$ cat config.mk
export PLATFORM = sky130hd
export DESIGN_NAME = b200_spi_sched
export DESIGN_NICKNAME = d
export VERILOG_FILES = /design/src/rtl/b200_spi_sched.sv
export SDC_FILE = /design/constraint.sdc
export NUM_CORES = 1
export LEC_CHECK = 0
export BUFFER_PORTS_ARGS = -buffer_cell sky130_fd_sc_hd__buf_2
export CAP_MARGIN = 10
export CORE_MARGIN = 3
export CORE_UTILIZATION = 33
export DETAILED_ROUTE_END_ITERATION = 10
export PLACE_DENSITY_LB_ADDON = 0.3
export SYNTH_ARGS = -nofsm -noshare
export SYNTH_HDL_FRONTEND = slang
export SYNTH_SLANG_ARGS = --single-unit
$ cat constraint.sdc
create_clock -name bus_clk -period 4.4 [get_ports bus_clk]
set_input_delay 0.44 -clock bus_clk [delete_from_list [all_inputs] [get_ports bus_clk]]
set_output_delay 0.44 -clock bus_clk [all_outputs]
set_load 0.005 [all_outputs]
$ cat src/rtl/b200_spi_sched.sv
// b200_spi_sched: round-robin arbitrated SPI master for the shared radio
// control bus (AD9361 on sen[0], ADF4001 on sen[1], spares on sen[7:2]).
// Two requesters hand over whole transactions; each is shifted out MSB-first
// with CPOL=0 and the captured MISO bits are returned right-justified.
// All outputs are registered, and they are updated together with the state
// register, so every output matches the state it belongs to.
module b200_spi_sched #(
    parameter int MAX_LEN = 32,
    parameter int DIV_W   = 16
) (
    input  logic               bus_clk,
    input  logic               bus_rst,
    input  logic [DIV_W-1:0]   clkdiv,
    input  logic               req0_valid,
    output logic               req0_ready,
    input  logic [2:0]         req0_sel,
    input  logic [5:0]         req0_len,
    input  logic [MAX_LEN-1:0] req0_data,
    output logic               rsp0_valid,
    output logic [MAX_LEN-1:0] rsp0_data,
    input  logic               req1_valid,
    output logic               req1_ready,
    input  logic [2:0]         req1_sel,
    input  logic [5:0]         req1_len,
    input  logic [MAX_LEN-1:0] req1_data,
    output logic               rsp1_valid,
    output logic [MAX_LEN-1:0] rsp1_data,
    output logic [7:0]         sen,
    output logic               sclk,
    output logic               mosi,
    input  logic               miso,
    output logic               busy
);

    localparam logic [5:0]       LEN_MAX = 6'(MAX_LEN);
    localparam logic [DIV_W-1:0] DIV_ONE = DIV_W'(1);

    typedef enum logic [2:0] {
        ST_IDLE,
        ST_SETUP,
        ST_HIGH,
        ST_LOW,
        ST_DONE,
        ST_GAP
    } spi_state_t;

    // Requester ports gathered into arrays so both sides share one datapath
    logic [1:0]         req_valid;
    logic [2:0]         req_sel  [2];
    logic [5:0]         req_len  [2];
    logic [MAX_LEN-1:0] req_data [2];

    assign req_valid   = {req1_valid, req0_valid};
    assign req_sel[0]  = req0_sel;
    assign req_sel[1]  = req1_sel;
    assign req_len[0]  = req0_len;
    assign req_len[1]  = req1_len;
    assign req_data[0] = req0_data;
    assign req_data[1] = req1_data;

    // Control and datapath state
    spi_state_t         state_reg, state_next;
    logic [DIV_W-1:0]   phase_reg, phase_next;   // cycles left in phase, minus one
    logic [DIV_W-1:0]   half_reg,  half_next;    // latched half period, minus one
    logic [5:0]         bits_reg,  bits_next;    // bits still to clock
    logic [2:0]         sel_reg,   sel_next;
    logic               side_reg,  side_next;    // side being served
    logic               last_reg,  last_next;    // side served most recently
    logic [MAX_LEN-1:0] tx_reg,    tx_next;
    logic [MAX_LEN-1:0] rx_reg,    rx_next;

    // Registered outputs
    logic [1:0]         ready_reg,     ready_next;
    logic [1:0]         rsp_valid_reg, rsp_valid_next;
    logic [MAX_LEN-1:0] rsp_data_reg [2];
    logic [7:0]         sen_reg,   sen_next;
    logic               sclk_reg,  sclk_next;
    logic               mosi_reg,  mosi_next;
    logic               busy_reg,  busy_next;

    // Handshake decode: only one ready is ever high, so it names the side
    logic       accept;
    logic       acc_side;
    logic [5:0] acc_len_raw;
    logic [5:0] acc_len;
    logic       xfer_active;

    assign acc_side    = ready_reg[1];
    assign accept      = (state_reg == ST_IDLE) && ((ready_reg & req_valid) != 2'b00);
    assign acc_len_raw = req_len[acc_side];
    // A length of zero or beyond the register width means a full-width transfer
    assign acc_len     = ((acc_len_raw == 6'd0) || (acc_len_raw > LEN_MAX)) ? LEN_MAX : acc_len_raw;

    // Next-state and datapath sequencing
    always_comb begin
        state_next = state_reg;
        phase_next = phase_reg;
        half_next  = half_reg;
        bits_next  = bits_reg;
        sel_next   = sel_reg;
        side_next  = side_reg;
        last_next  = last_reg;
        tx_next    = tx_reg;
        rx_next    = rx_reg;
        case (state_reg)
            ST_IDLE: begin
                if (accept) begin
                    state_next = ST_SETUP;
                    phase_next = clkdiv;
                    half_next  = clkdiv;
                    bits_next  = acc_len;
                    sel_next   = req_sel[acc_side];
                    side_next  = acc_side;
                    last_next  = acc_side;
                    tx_next    = req_data[acc_side];
                    rx_next    = '0;
                end
            end
            ST_SETUP: begin
                if (phase_reg == '0) begin
                    state_next = ST_HIGH;
                    phase_next = half_reg;
                end else begin
                    phase_next = phase_reg - DIV_ONE;
                end
            end
            ST_HIGH: begin
                if (phase_reg == '0) begin
                    // Sample at the end of the high phase; advance MOSI as SCLK falls
                    state_next = ST_LOW;
                    phase_next = half_reg;
                    rx_next    = {rx_reg[MAX_LEN-2:0], miso};
                    tx_next    = {tx_reg[MAX_LEN-2:0], 1'b0};
                    bits_next  = bits_reg - 6'd1;
                end else begin
                    phase_next = phase_reg - DIV_ONE;
                end
            end
            ST_LOW: begin
                if (phase_reg == '0) begin
                    // The low phase after the final bit doubles as CS hold time
                    state_next = (bits_reg != 6'd0) ? ST_HIGH : ST_DONE;
                    phase_next = half_reg;
                end else begin
                    phase_next = phase_reg - DIV_ONE;
                end
            end
            ST_DONE: begin
                state_next = ST_GAP;
                phase_next = half_reg;
            end
            ST_GAP: begin
                if (phase_reg == '0) begin
                    state_next = ST_IDLE;
                end else begin
                    phase_next = phase_reg - DIV_ONE;
                end
            end
            default: begin
                state_next = ST_IDLE;
            end
        endcase
    end

    // Output values for the state being entered, including the arbiter grant
    always_comb begin
        xfer_active = (state_next == ST_SETUP) || (state_next == ST_HIGH) || (state_next == ST_LOW);
        sclk_next   = (state_next == ST_HIGH);
        mosi_next   = xfer_active & tx_next[MAX_LEN-1];
        busy_next   = (state_next != ST_IDLE);
        ready_next  = 2'b00;
        if (state_next == ST_IDLE) begin
            // On a tie the side that was not served last gets the grant
            ready_next[0] = req_valid[0] && (!req_valid[1] || last_reg);
            ready_next[1] = req_valid[1] && (!req_valid[0] || !last_reg);
        end
    end

    // One chip-select line per slave index, low only while a transfer is active
    generate
        for (genvar gi = 0; gi < 8; gi++) begin : g_sen
            assign sen_next[gi] = ~(xfer_active && (sel_next == 3'(gi)));
        end
    endgenerate

    // Per-side completion pulse and response holding register
    generate
        for (genvar gi = 0; gi < 2; gi++) begin : g_rsp
            assign rsp_valid_next[gi] = (state_next == ST_DONE) && (side_reg == 1'(gi));

            // Response data updates only on this side's completion
            always_ff @(posedge bus_clk) begin
                if (bus_rst) begin
                    rsp_data_reg[gi] <= '0;
                end else if (rsp_valid_next[gi]) begin
                    rsp_data_reg[gi] <= rx_reg;
                end
            end
        end
    endgenerate

    // State, datapath and output registers
    always_ff @(posedge bus_clk) begin
        if (bus_rst) begin
            state_reg     <= ST_IDLE;
            phase_reg     <= '0;
            half_reg      <= '0;
            bits_reg      <= '0;
            sel_reg       <= '0;
            side_reg      <= 1'b0;
            last_reg      <= 1'b1;
            tx_reg        <= '0;
            rx_reg        <= '0;
            ready_reg     <= 2'b00;
            rsp_valid_reg <= 2'b00;
            sen_reg       <= 8'hFF;
            sclk_reg      <= 1'b0;
            mosi_reg      <= 1'b0;
            busy_reg      <= 1'b0;
        end else begin
            state_reg     <= state_next;
            phase_reg     <= phase_next;
            half_reg      <= half_next;
            bits_reg      <= bits_next;
            sel_reg       <= sel_next;
            side_reg      <= side_next;
            last_reg      <= last_next;
            tx_reg        <= tx_next;
            rx_reg        <= rx_next;
            ready_reg     <= ready_next;
            rsp_valid_reg <= rsp_valid_next;
            sen_reg       <= sen_next;
            sclk_reg      <= sclk_next;
            mosi_reg      <= mosi_next;
            busy_reg      <= busy_next;
        end
    end

    assign req0_ready = ready_reg[0];
    assign req1_ready = ready_reg[1];
    assign rsp0_valid = rsp_valid_reg[0];
    assign rsp1_valid = rsp_valid_reg[1];
    assign rsp0_data  = rsp_data_reg[0];
    assign rsp1_data  = rsp_data_reg[1];
    assign sen        = sen_reg;
    assign sclk       = sclk_reg;
    assign mosi       = mosi_reg;
    assign busy       = busy_reg;

endmodule

==> results of run 1 <==
metal layers:
metal  track usage  part of all wire  up-vias  wire (um)
met5             0                 0        -          0
met4        0.0393             0.011        0        224
met3        0.0293             0.058       17       1190
met2         0.254              0.47      196       9650
met1         0.201              0.46     3022       9340
li1              -                 -     3289          -
critical path: cells and delay by family (launching register included):
kind | cells | cell delay (ns)
adders and majority gates | 1 | 0.19
buffers and inverters | 1 | 0.09
DFF | 1 | 0.34
and+or+nand+nor | 6 | 2.27
logic make-up (layout without fill, tap and decap cells):
kind of cell | Yosys count | after routing
simple gates | 363 | 363
fa+ha+maj | 3 | 3
buf+inv | 71 | 236
mux | 41 | 41
xor+xnor | 11 | 11
compound gates | 158 | 158
flops | 189 | 189
synthesized netlist by cell type, types with 3 or more instances:
library cell / n
dfxtp_1: 125
nor2_1: 102
nand2_1: 86
and2_1: 65
a21oi_1: 64
edfxtp_1: 64
mux2i_1: 37
nand3_1: 37
a221oi_1: 36
clkbuf_1: 29
buf_2: 19
nor3_1: 17
o21ai_0: 13
nor4_1: 11
inv_1: 9
nor2b_1: 9
buf_6: 8
xor2_1: 7
or3_1: 6
a211oi_1: 5
a221oi_2: 5
nand3b_1: 5
nor4_2: 5
a21o_1: 4
buf_1: 4
mux2_2: 4
nand2b_1: 4
xnor2_1: 4
a21boi_0: 3
a22oi_1: 3
ha_1: 3
path summary, 6_finish.rpt:
kind / from / to / slack, ns / cells after the start
worst max-delay path: phase_reg[0]$_SDFFE_PP0P_ / rsp_data_reg[0][28]$_SDFFCE_PN0P_ / 1.36 / 8
worst min-delay path: req0_valid / ready_reg[1]$_SDFF_PP0_ / 0.22 / 2
worst max register to register: phase_reg[0]$_SDFFE_PP0P_ / rsp_data_reg[0][28]$_SDFFCE_PN0P_ / 1.36 / 8
worst min register to register: half_reg[3]$_SDFFE_PP0P_ / half_reg[3]$_SDFFE_PP0P_ / 0.46 / 2
through the flow:
step                hold WS, ns  instance area (sq um)  setup WS (ns)  std cells  utilization
CTS                       0.202                  10100           1.28       1325        0.411
detailed placement        0.450                   9450           1.32       1293        0.385
global placement          0.444                   9450           1.38       1293        0.385
floorplan                 0.436                   8320          0.859        836            -
global route              0.233                  10100           1.04       1325        0.411
finish                    0.222                  10100           1.36       1325        0.411
power by group through the flow:
stage	Clock (W)	Combinational, W	Sequential, W
after global placement	0	0.00109	0.00207
after floorplan	0	0.000816	0.00205
after detailed placement	0	0.00109	0.00207
final	0.00163	0.00109	0.00203
after global routing	0.00175	0.00122	0.00205
after CTS	0.00168	0.00110	0.00203
area by class of cell:
class,count,area (sq um),share of cell area
clock buffer,17,425,0.0421
clock inverter,15,221,0.0219
inverter,9,33.8,0.00335
multi-input combinational,576,3570,0.354
sequential,189,4430,0.438
tap,324,405,0.0402
timing repair buffer,195,1010,0.100
==> results.json, run 1 <==
{
  "status": "finished clean",
  "endpoint_kind": "flop",
  "synth-simple-area-share": 0.222,
  "p_sw_frac": 0.340,
  "leakage_nw": 3.80,
  "cp_slowest_stage_delay_ns": 0.84,
  "finalCritPeriodShare": 0.691,
  "num_rows": 57,
  "share_comb_of_total_power": 0.228,
  "ios": 182,
  "drc": 0,
  "wl_per_cell_um": 15.4,
  "clock_skew_ns": 0.0139,
  "gp_congestion": 0.801,
  "tightest_slew_ns": 1.09,
  "cts_sinks": 189,
  "drt-initial-drc-count": 348,
  "die_area_sq_um": 27200,
  "synth_top_cell_by_area": "dfxtp_1",
  "pwr_density_cell_nw_per_um2": 471,
  "synth_compound_area_frac": 0.137,
  "clock_path_buffers": 2,
  "hold_class": "in -> reg",
  "yosysWarnings": 0,
  "clkPwrFrac": 0.343,
  "peakVddDrop_v": 0.000251,
  "layout_commonest_cell": "buf_2",
  "start_kind": "flop",
  "syn-cell-area_sq_um": 8320,
  "power_w": 0.00475,
  "ys_ff_latch": 189,
  "grt_pass1_wl_um": 32900,
  "clock.fmax_mhz": 329,
  "synth_cell_types": 62,
  "cts_tree": "built",
  "max_cap_viol_count": 0,
  "wirelength_um": 20400,
  "max_slew_margin": 0.270,
  "synth_adder_area_share": 0.00451,
  "antenna_found_initial": 0,
  "synth_nets": 942,
  "root_buffer": "clkbuf_16",
  "synth-xor-area-share": 0.0116,
  "ys_seq_area_frac": 0.532,
  "routed_via_density": 4.92,
  "p_int_w": 0.00314,
  "port_buffers": 181,
  "dr.pass1.iters": 5,
  "postCtsHoldBufs": 0,
  "syn2layout_area_growth_pct": 21.3,
  "synth_top_family_by_area": "simple AND/OR/NAND/NOR gates",
  "grt_start_max_net_pins": 83,
  "ctsHtreeMaxLevel": 4,
  "antenna_cells": 0,
  "p_seq_frac": 0.428,
  "arrival_ns": 3.35,
  "synthFlopType": "dfxtp_1",
  "cts-buffers-inserted": 17,
  "via_count": 6524,
  "synthTopCellsByArea": "dfxtp_1 30%, edfxtp_1 23%, and2_1 4.9%, nor2_1 4.6%, mux2i_1 4.5%",
  "critPathKind": "reg -> reg",
  "worstSkewPairLatency_ns": 0.44,
  "fin_crit_ns": 3.04,
  "grt_overflow": 0,
  "synth_edf_count": 64,
  "die_h_um": 165,
  "grt_pass1_vias": 6309,
  "ys_async_sr_fraction": 0,
  "final_nets": 1094,
  "crit_chain": "inv_1 > ha_1 > nor2b_1 > and4_1 > nand3_2 > or3_4 > nor3_4 > and2_1",
  "switching_power_w": 0.00162,
  "slowest_stage": "nor3_4",
  "die_w_um": 165,
  "grt_util_all_layers": 0.152,
  "core-area_sq_um": 24500,
  "largest_reg_flops": 64,
  "syn_avg_cell_area_sq_um": 9.95,
  "slew_violations": 0,
  "initial_core_util": 0.339,
  "setup_viol": 0,
  "cts_resized": 0,
  "yosysTopAreaCellShare": 0.301,
  "fin_tns_setup_ns": 0,
  "worstPathMaxFanout": 33,
  "rsz0062_at_grt": "false",
  "most-common-layout-cells": "180 x buf_2, 124 x dfxtp_1, 101 x nor2_1",
  "final-hold-violation-count": 0,
  "synth_cells": 836,
  "worst-endpoint-required_ns": 4.71,
  "muxShareOfSynthArea": 0.0499,
  "clkTransAtPathRegs_ns": 0.08,
  "detail-route-antenna-nets": 0,
  "place.detailed.hpwl_um": 13600,
  "fillers": 2448,
  "post_cts_buffers": 0,
  "drive_gt1_frac": 0.260
}
Note: power is estimated with default switching activity, not from simulation.
==> inputs of run 2 (changes only) <==
Clock period 4.4 ns to 2.8 ns, I/O delays scaled along.
==> run 2 against run 1 <==
Clock power is 56% higher. Via count is 1.9% higher. Utilization is 0.70 points higher. Die area stayed put. Register-to-register slack worse by 1.2 ns. Total power is 58% higher. Worst setup slack worse by 1.2 ns. Sequential share of layout area is 0.74 points lower. Global-route usage is 0.38 points lower. Largest cell class unchanged.
==> results.json, run 2 (synthesized netlist as in run 1, its figures left out) <==
{
  "status": "finished clean",
  "initial_core_util": 0.339,
  "setup_slack_ns": 0.208,
  "endpoint_kind": "flop",
  "fillers": 2425,
  "ctsHtreeMaxLevel": 4,
  "layout_commonest_cell": "buf_2",
  "dr.pass1.iters": 5,
  "switching_power_w": 0.00253,
  "start_kind": "flop",
  "final_cell_area_sq_um": 10300,
  "cts_resized": 0,
  "via_count": 6650,
  "p_sw_frac": 0.336,
  "slew_violations": 0,
  "dpl_worst_slack_ns": 0.144,
  "grt_pass1_wl_um": 32200,
  "clkPwrFrac": 0.338,
  "place_area_sq_um": 9620,
  "crit-reg2reg-launch": "phase_reg[0]$_SDFFE_PP0P_",
  "crit_path_start": "phase_reg[0]$_SDFFE_PP0P_",
  "finalCritPeriodShare": 0.926,
  "place.detailed.hpwl_um": 13200,
  "worstSkewPairLatency_ns": 0.44,
  "leakage_nw": 3.88,
  "peakVddDrop_v": 0.000343,
  "worst-endpoint-required_ns": 2.92,
  "port_buffers": 181,
  "ff2ff_setup_slack_ns": 0.21,
  "clock.fmax_mhz": 386,
  "share_comb_of_total_power": 0.238,
  "largest_reg_flops": 64,
  "drt-initial-drc-count": 387,
  "routed_via_density": 4.98,
  "r2r-end": "rsp_data_reg[0][18]$_SDFFCE_PN0P_",
  "drive_gt1_frac": 0.268,
  "wl_per_cell_um": 15.3,
  "clkTransAtPathRegs_ns": 0.08,
  "ff_latch_area_sq_um": 4430,
  "die_h_um": 165,
  "die_area_sq_um": 27200,
  "post_cts_buffers": 0,
  "rsz0062_at_grt": "false",
  "multi_input_area_sq_um": 3580,
  "most-common-layout-cells": "180 x buf_2, 124 x dfxtp_1, 101 x nor2_1",
  "root_buffer": "clkbuf_16",
  "gp_congestion": 0.828,
  "max_cap_viol_count": 0,
  "antenna_found_initial": 2,
  "syn2layout_area_growth_pct": 23.4,
  "drc": 0,
  "grt_overflow": 0,
  "tightest_slew_ns": 0.975,
  "clock_path_buffers": 2,
  "grt_pass1_vias": 6393,
  "grt_util_all_layers": 0.148,
  "wirelength_um": 20400,
  "worstPathMaxFanout": 32,
  "r2r_cells": 8,
  "hold_class": "in -> reg",
  "crit_end": "rsp_data_reg[0][18]$_SDFFCE_PN0P_",
  "critPathKind": "reg -> reg",
  "antenna_cells": 0,
  "core-area_sq_um": 24500,
  "cts-buffers-inserted": 17,
  "p_int_w": 0.00500,
  "num_rows": 57,
  "ios": 182,
  "cts_sinks": 189,
  "die_w_um": 165,
  "grt_start_max_net_pins": 83,
  "final-hold-violation-count": 0,
  "postCtsHoldBufs": 0,
  "fin_crit_ns": 2.59,
  "setup_viol": 0,
  "cts_tree": "built",
  "pwr_density_cell_nw_per_um2": 733,
  "p_seq_frac": 0.424,
  "arrival_ns": 2.71,
  "final_nets": 1104,
  "clock_skew_ns": 0.0138,
  "detail-route-antenna-nets": 0,
  "max_slew_margin": 0.348
}
## run 2: through the flow
stage	TNS, ns	power [W]	util	hold WS, ns	instances
floorplan	-4.00	0.00450	-	0.397	836
global placement	0	0.00499	0.392	0.444	1302
detailed placement	0	0.00501	0.392	0.454	1302
CTS	0	0.00757	0.418	0.0480	1334
global route	0	0.00792	0.419	0.0609	1335
finish	0	0.00753	0.419	0.0599	1335
## run 2: how the worst min path moves through the flow
stage | start | endpoint | slack (ns) | depth (start not counted)
after detailed placement | half_reg[6]$_SDFFE_PP0P_ | half_reg[6]$_SDFFE_PP0P_ | 0.45 | 2
after floorplan | req0_valid | ready_reg[1]$_SDFF_PP0_ | 0.40 | 1
after global placement | half_reg[6]$_SDFFE_PP0P_ | half_reg[6]$_SDFFE_PP0P_ | 0.44 | 2
after CTS | req0_valid | ready_reg[1]$_SDFF_PP0_ | 0.05 | 2
after global routing | req0_valid | ready_reg[1]$_SDFF_PP0_ | 0.06 | 2
final | req0_valid | ready_reg[1]$_SDFF_PP0_ | 0.06 | 2
## run 2: power groups by stage
| stage | logic [W] | clock network (W) | registers, W |
|---|---|---|---|
| floorplan | 0.00128 | 0 | 0.00321 |
| global placement | 0.00174 | 0 | 0.00325 |
| detailed placement | 0.00176 | 0 | 0.00325 |
| CTS | 0.00177 | 0.00261 | 0.00319 |
| global route | 0.00199 | 0.00272 | 0.00321 |
| finish | 0.00179 | 0.00255 | 0.00319 |
## run 2: cell type report
class	instances	area share
tap	324	0.0395
multi-input combinational	577	0.349
clock buffer	18	0.0439
clock inverter	14	0.0183
inverter	9	0.00329
timing repair buffer	204	0.115
sequential	189	0.431
## run 2: metal layers
metal | share of wire | up-vias | global-route usage
met1 | 0.45 | 3091 | 0.190
met4 | 0.016 | 4 | 0.0442
met5 | 0.0010 | - | 0
met2 | 0.48 | 206 | 0.248
li1 | - | 3322 | -
met3 | 0.060 | 27 | 0.0339
## run 2: critical path, cell delays in order, from the launching register on
cell      delay, ns
dfxtp_1        0.35
inv_1          0.10
ha_1           0.19
nor2b_1        0.23
and4_2         0.41
nand3_2        0.12
or3_4          0.45
o21bai_2       0.18
buf_12         0.23
==> inputs of run 3 (changes only) <==
Settings changed: ABC_AREA set to 1.
==> run 3 against run 2 <==
Via count up 11%. Utilization decreased by 1.1 points. Die area is 3.9% higher. Sequential share of layout area shrank 0.50 points. Critical path type unchanged.
==> results.json, run 3 <==
{
  "via_count": 7355,
  "slowest_stage": "inv_2",
  "crit-reg2reg-launch": "phase_reg[0]$_SDFFE_PP0P_",
  "ys_seq_area_frac": 0.511,
  "detail-route-antenna-nets": 0,
  "wirelength_um": 21300,
  "pwr_density_cell_nw_per_um2": 857,
  "synth_adder_area_share": 0.00434,
  "core-area_sq_um": 25500,
  "postCtsHoldBufs": 0,
  "crit_chain": "inv_1 > ha_1 > nand2_2 > nor2_4 > nand3_2 > inv_2 > nand2_2 > nand2_2 > inv_2 > nand2_1 > a21oi_1",
  "ys_ff_latch": 189,
  "crit_buf_inv": 3,
  "num_rows": 58,
  "fin_tns_setup_ns": 0,
  "synth-simple-area-share": 0.258,
  "leakage_nw": 4.33,
  "ctsHtreeMaxLevel": 4,
  "largest_reg_flops": 64,
  "muxShareOfSynthArea": 0,
  "port_buffers": 181,
  "most-common-layout-cells": "219 x nand2_1, 181 x buf_2, 153 x a21oi_1",
  "final_nets": 1326,
  "cp_common_cell": "nand2_2",
  "dr.pass1.iters": 5,
  "status": "finished clean",
  "cts_tree": "built",
  "syn_avg_cell_area_sq_um": 8.15,
  "critPathKind": "reg -> reg",
  "peakVddDrop_v": 0.000360,
  "post_cts_buffers": 0,
  "max_cap_viol_count": 0,
  "p_seq_frac": 0.393,
  "grt_pass1_wl_um": 35300,
  "tightest_slew_ns": 1.12,
  "hold_class": "in -> reg",
  "die_h_um": 168,
  "clock_skew_ns": 0.0114,
  "root_buffer": "clkbuf_16",
  "start_kind": "flop",
  "synth_cell_types": 42,
  "synth_edf_count": 64,
  "worstSkewPairLatency_ns": 0.43,
  "place_area_sq_um": 9790,
  "synth_top_cell_by_area": "dfxtp_1",
  "synth.top_cells.by_count": "219 x nand2_1, 153 x a21oi_1, 151 x nor2_1, 125 x dfxtp_1, 72 x o21ai_0",
  "cts_sinks": 189,
  "ys_async_sr_fraction": 0,
  "clock_path_buffers": 2,
  "final-hold-violation-count": 0,
  "initial_core_util": 0.340,
  "max_slew_margin": 0.255,
  "cp_top_family": "buffers and inverters",
  "yosysTopAreaCellShare": 0.289,
  "yosysWarnings": 0,
  "synth-xor-area-share": 0.0101,
  "share_comb_of_total_power": 0.337,
  "clock.fmax_mhz": 422,
  "cts_resized": 0,
  "drc": 0,
  "synth_top_family_by_area": "simple AND/OR/NAND/NOR gates",
  "synth_most_common_cell": "nand2_1",
  "syn2layout_area_growth_pct": 20.0,
  "clkPwrFrac": 0.271,
  "place.detailed.hpwl_um": 14700,
  "ios": 182,
  "wl_per_cell_um": 13.6,
  "routed_via_density": 4.71,
  "worstPathMaxFanout": 65,
  "die_w_um": 168,
  "clkTransAtPathRegs_ns": 0.07,
  "antenna_cells": 0,
  "synth_cells": 1062,
  "final_cell_area_sq_um": 10400,
  "drive_gt1_frac": 0.244,
  "switching_power_w": 0.00345,
  "fin_crit_ns": 2.37,
  "rsz0062_at_grt": "false",
  "gp_congestion": 0.834,
  "antenna_found_initial": 1,
  "crit_path_start": "phase_reg[0]$_SDFFE_PP0P_",
  "grt_pass1_vias": 6949,
  "p_sw_frac": 0.388,
  "p_int_w": 0.00544,
  "cp_slowest_stage_delay_ns": 0.78,
  "synth_nets": 1168,
  "die_area_sq_um": 28200,
  "cts-buffers-inserted": 17,
  "grt_overflow": 0,
  "synth_compound_area_frac": 0.142,
  "synthFlopType": "dfxtp_1",
  "holdWs_ns": 0.0836,
  "grt_start_max_net_pins": 66,
  "finish.utilization": 0.408,
  "finalCritPeriodShare": 0.846,
  "endpoint_kind": "flop",
  "syn-cell-area_sq_um": 8660,
  "arrival_ns": 2.72,
  "drt-initial-drc-count": 468,
  "worst-endpoint-required_ns": 3.15,
  "layout_commonest_cell": "nand2_1",
  "setup_viol": 0,
  "grt_util_all_layers": 0.152,
  "synthTopCellsByArea": "dfxtp_1 29%, edfxtp_1 22%, nand2_1 9.5%, a21oi_1 8.8%, nor2_1 6.5%",
  "hold_path.startpoint": "miso",
  "slew_violations": 0
}
-- run 3: cell count changes after synthesis, sizes merged, moves of 12 or more --
cell,change
nand4,+12
a21oi,+89
nor3,-15
and2,-63
nor2,+86
nand2,+141
mux2i,-37
inv,+71
o21ai,+61
nor4,-17
a221oi,-41
-- run 3: worst paths after layout --
kind	slack [ns]	depth (start not counted)	end
min reg2reg	0.45	2	half_reg[8]$_SDFFE_PP0P_
max reg2reg	0.43	11	tx_reg[21]$_SDFFE_PP0P_
min	0.08	3	rx_reg[0]$_SDFFE_PP0P_
max	0.43	11	tx_reg[21]$_SDFFE_PP0P_
-- run 3: power groups by stage --
stage,combinational [W],clock [W],sequential (W)
6_report,0.00299,0.00241,0.00349
5_1_grt,0.00347,0.00259,0.00355
4_1_cts,0.00303,0.00248,0.00349
3_5_place_dp,0.00302,0,0.00355
3_3_place_gp,0.00298,0,0.00355
2_1_floorplan,0.00233,0,0.00350
-- run 3: area by class of cell --
type                    count  area [sq um]
repair buffers            198          1050
well taps                 330           413
clock inverters            14           140
flip-flops and latches    189          4420
multi-input cells         733          3600
inverters                  81           308
fillers                  2606         15100
clock buffers              18           450
-- run 3: stage by stage --
| stage | worst slack [ns] | total power (W) | instances |
|---|---|---|---|
| 3_5_place_dp | 0.404 | 0.00656 | 1531 |
| 4_1_cts | 0.384 | 0.00900 | 1563 |
| 5_1_grt | 0.122 | 0.00961 | 1563 |
| 6_report | 0.431 | 0.00890 | 1563 |
| 3_3_place_gp | 0.495 | 0.00653 | 1531 |
| 2_1_floorplan | 0.488 | 0.00583 | 1062 |
-- run 3: kinds of logic after synthesis --
kind of cell,count (synthesis)
adders and majority gates,3
buffers and inverters,140
DFF,189
xor gates and xnor gates,10
AOI/OAI and AO/OA,240
and+or+nand+nor,480
-- run 3: layer usage --
layer / vias up / GRT usage / routed length (um)
met5: - / 0 / 11
met4: 2 / 0.0438 / 366
met3: 24 / 0.0343 / 1380
met2: 224 / 0.237 / 9280
met1: 3322 / 0.213 / 10200
li1: 3783 / - / -
-- run 3: worst reg2reg max path, stage by stage (launching register included) --
cell	delay, ns
dfxtp_1	0.34
inv_1	0.08
ha_1	0.23
nand2_2	0.18
nor2_4	0.07
nand3_2	0.11
inv_2	0.05
nand2_2	0.07
nand2_2	0.06
inv_2	0.78
nand2_1	0.16
a21oi_1	0.17
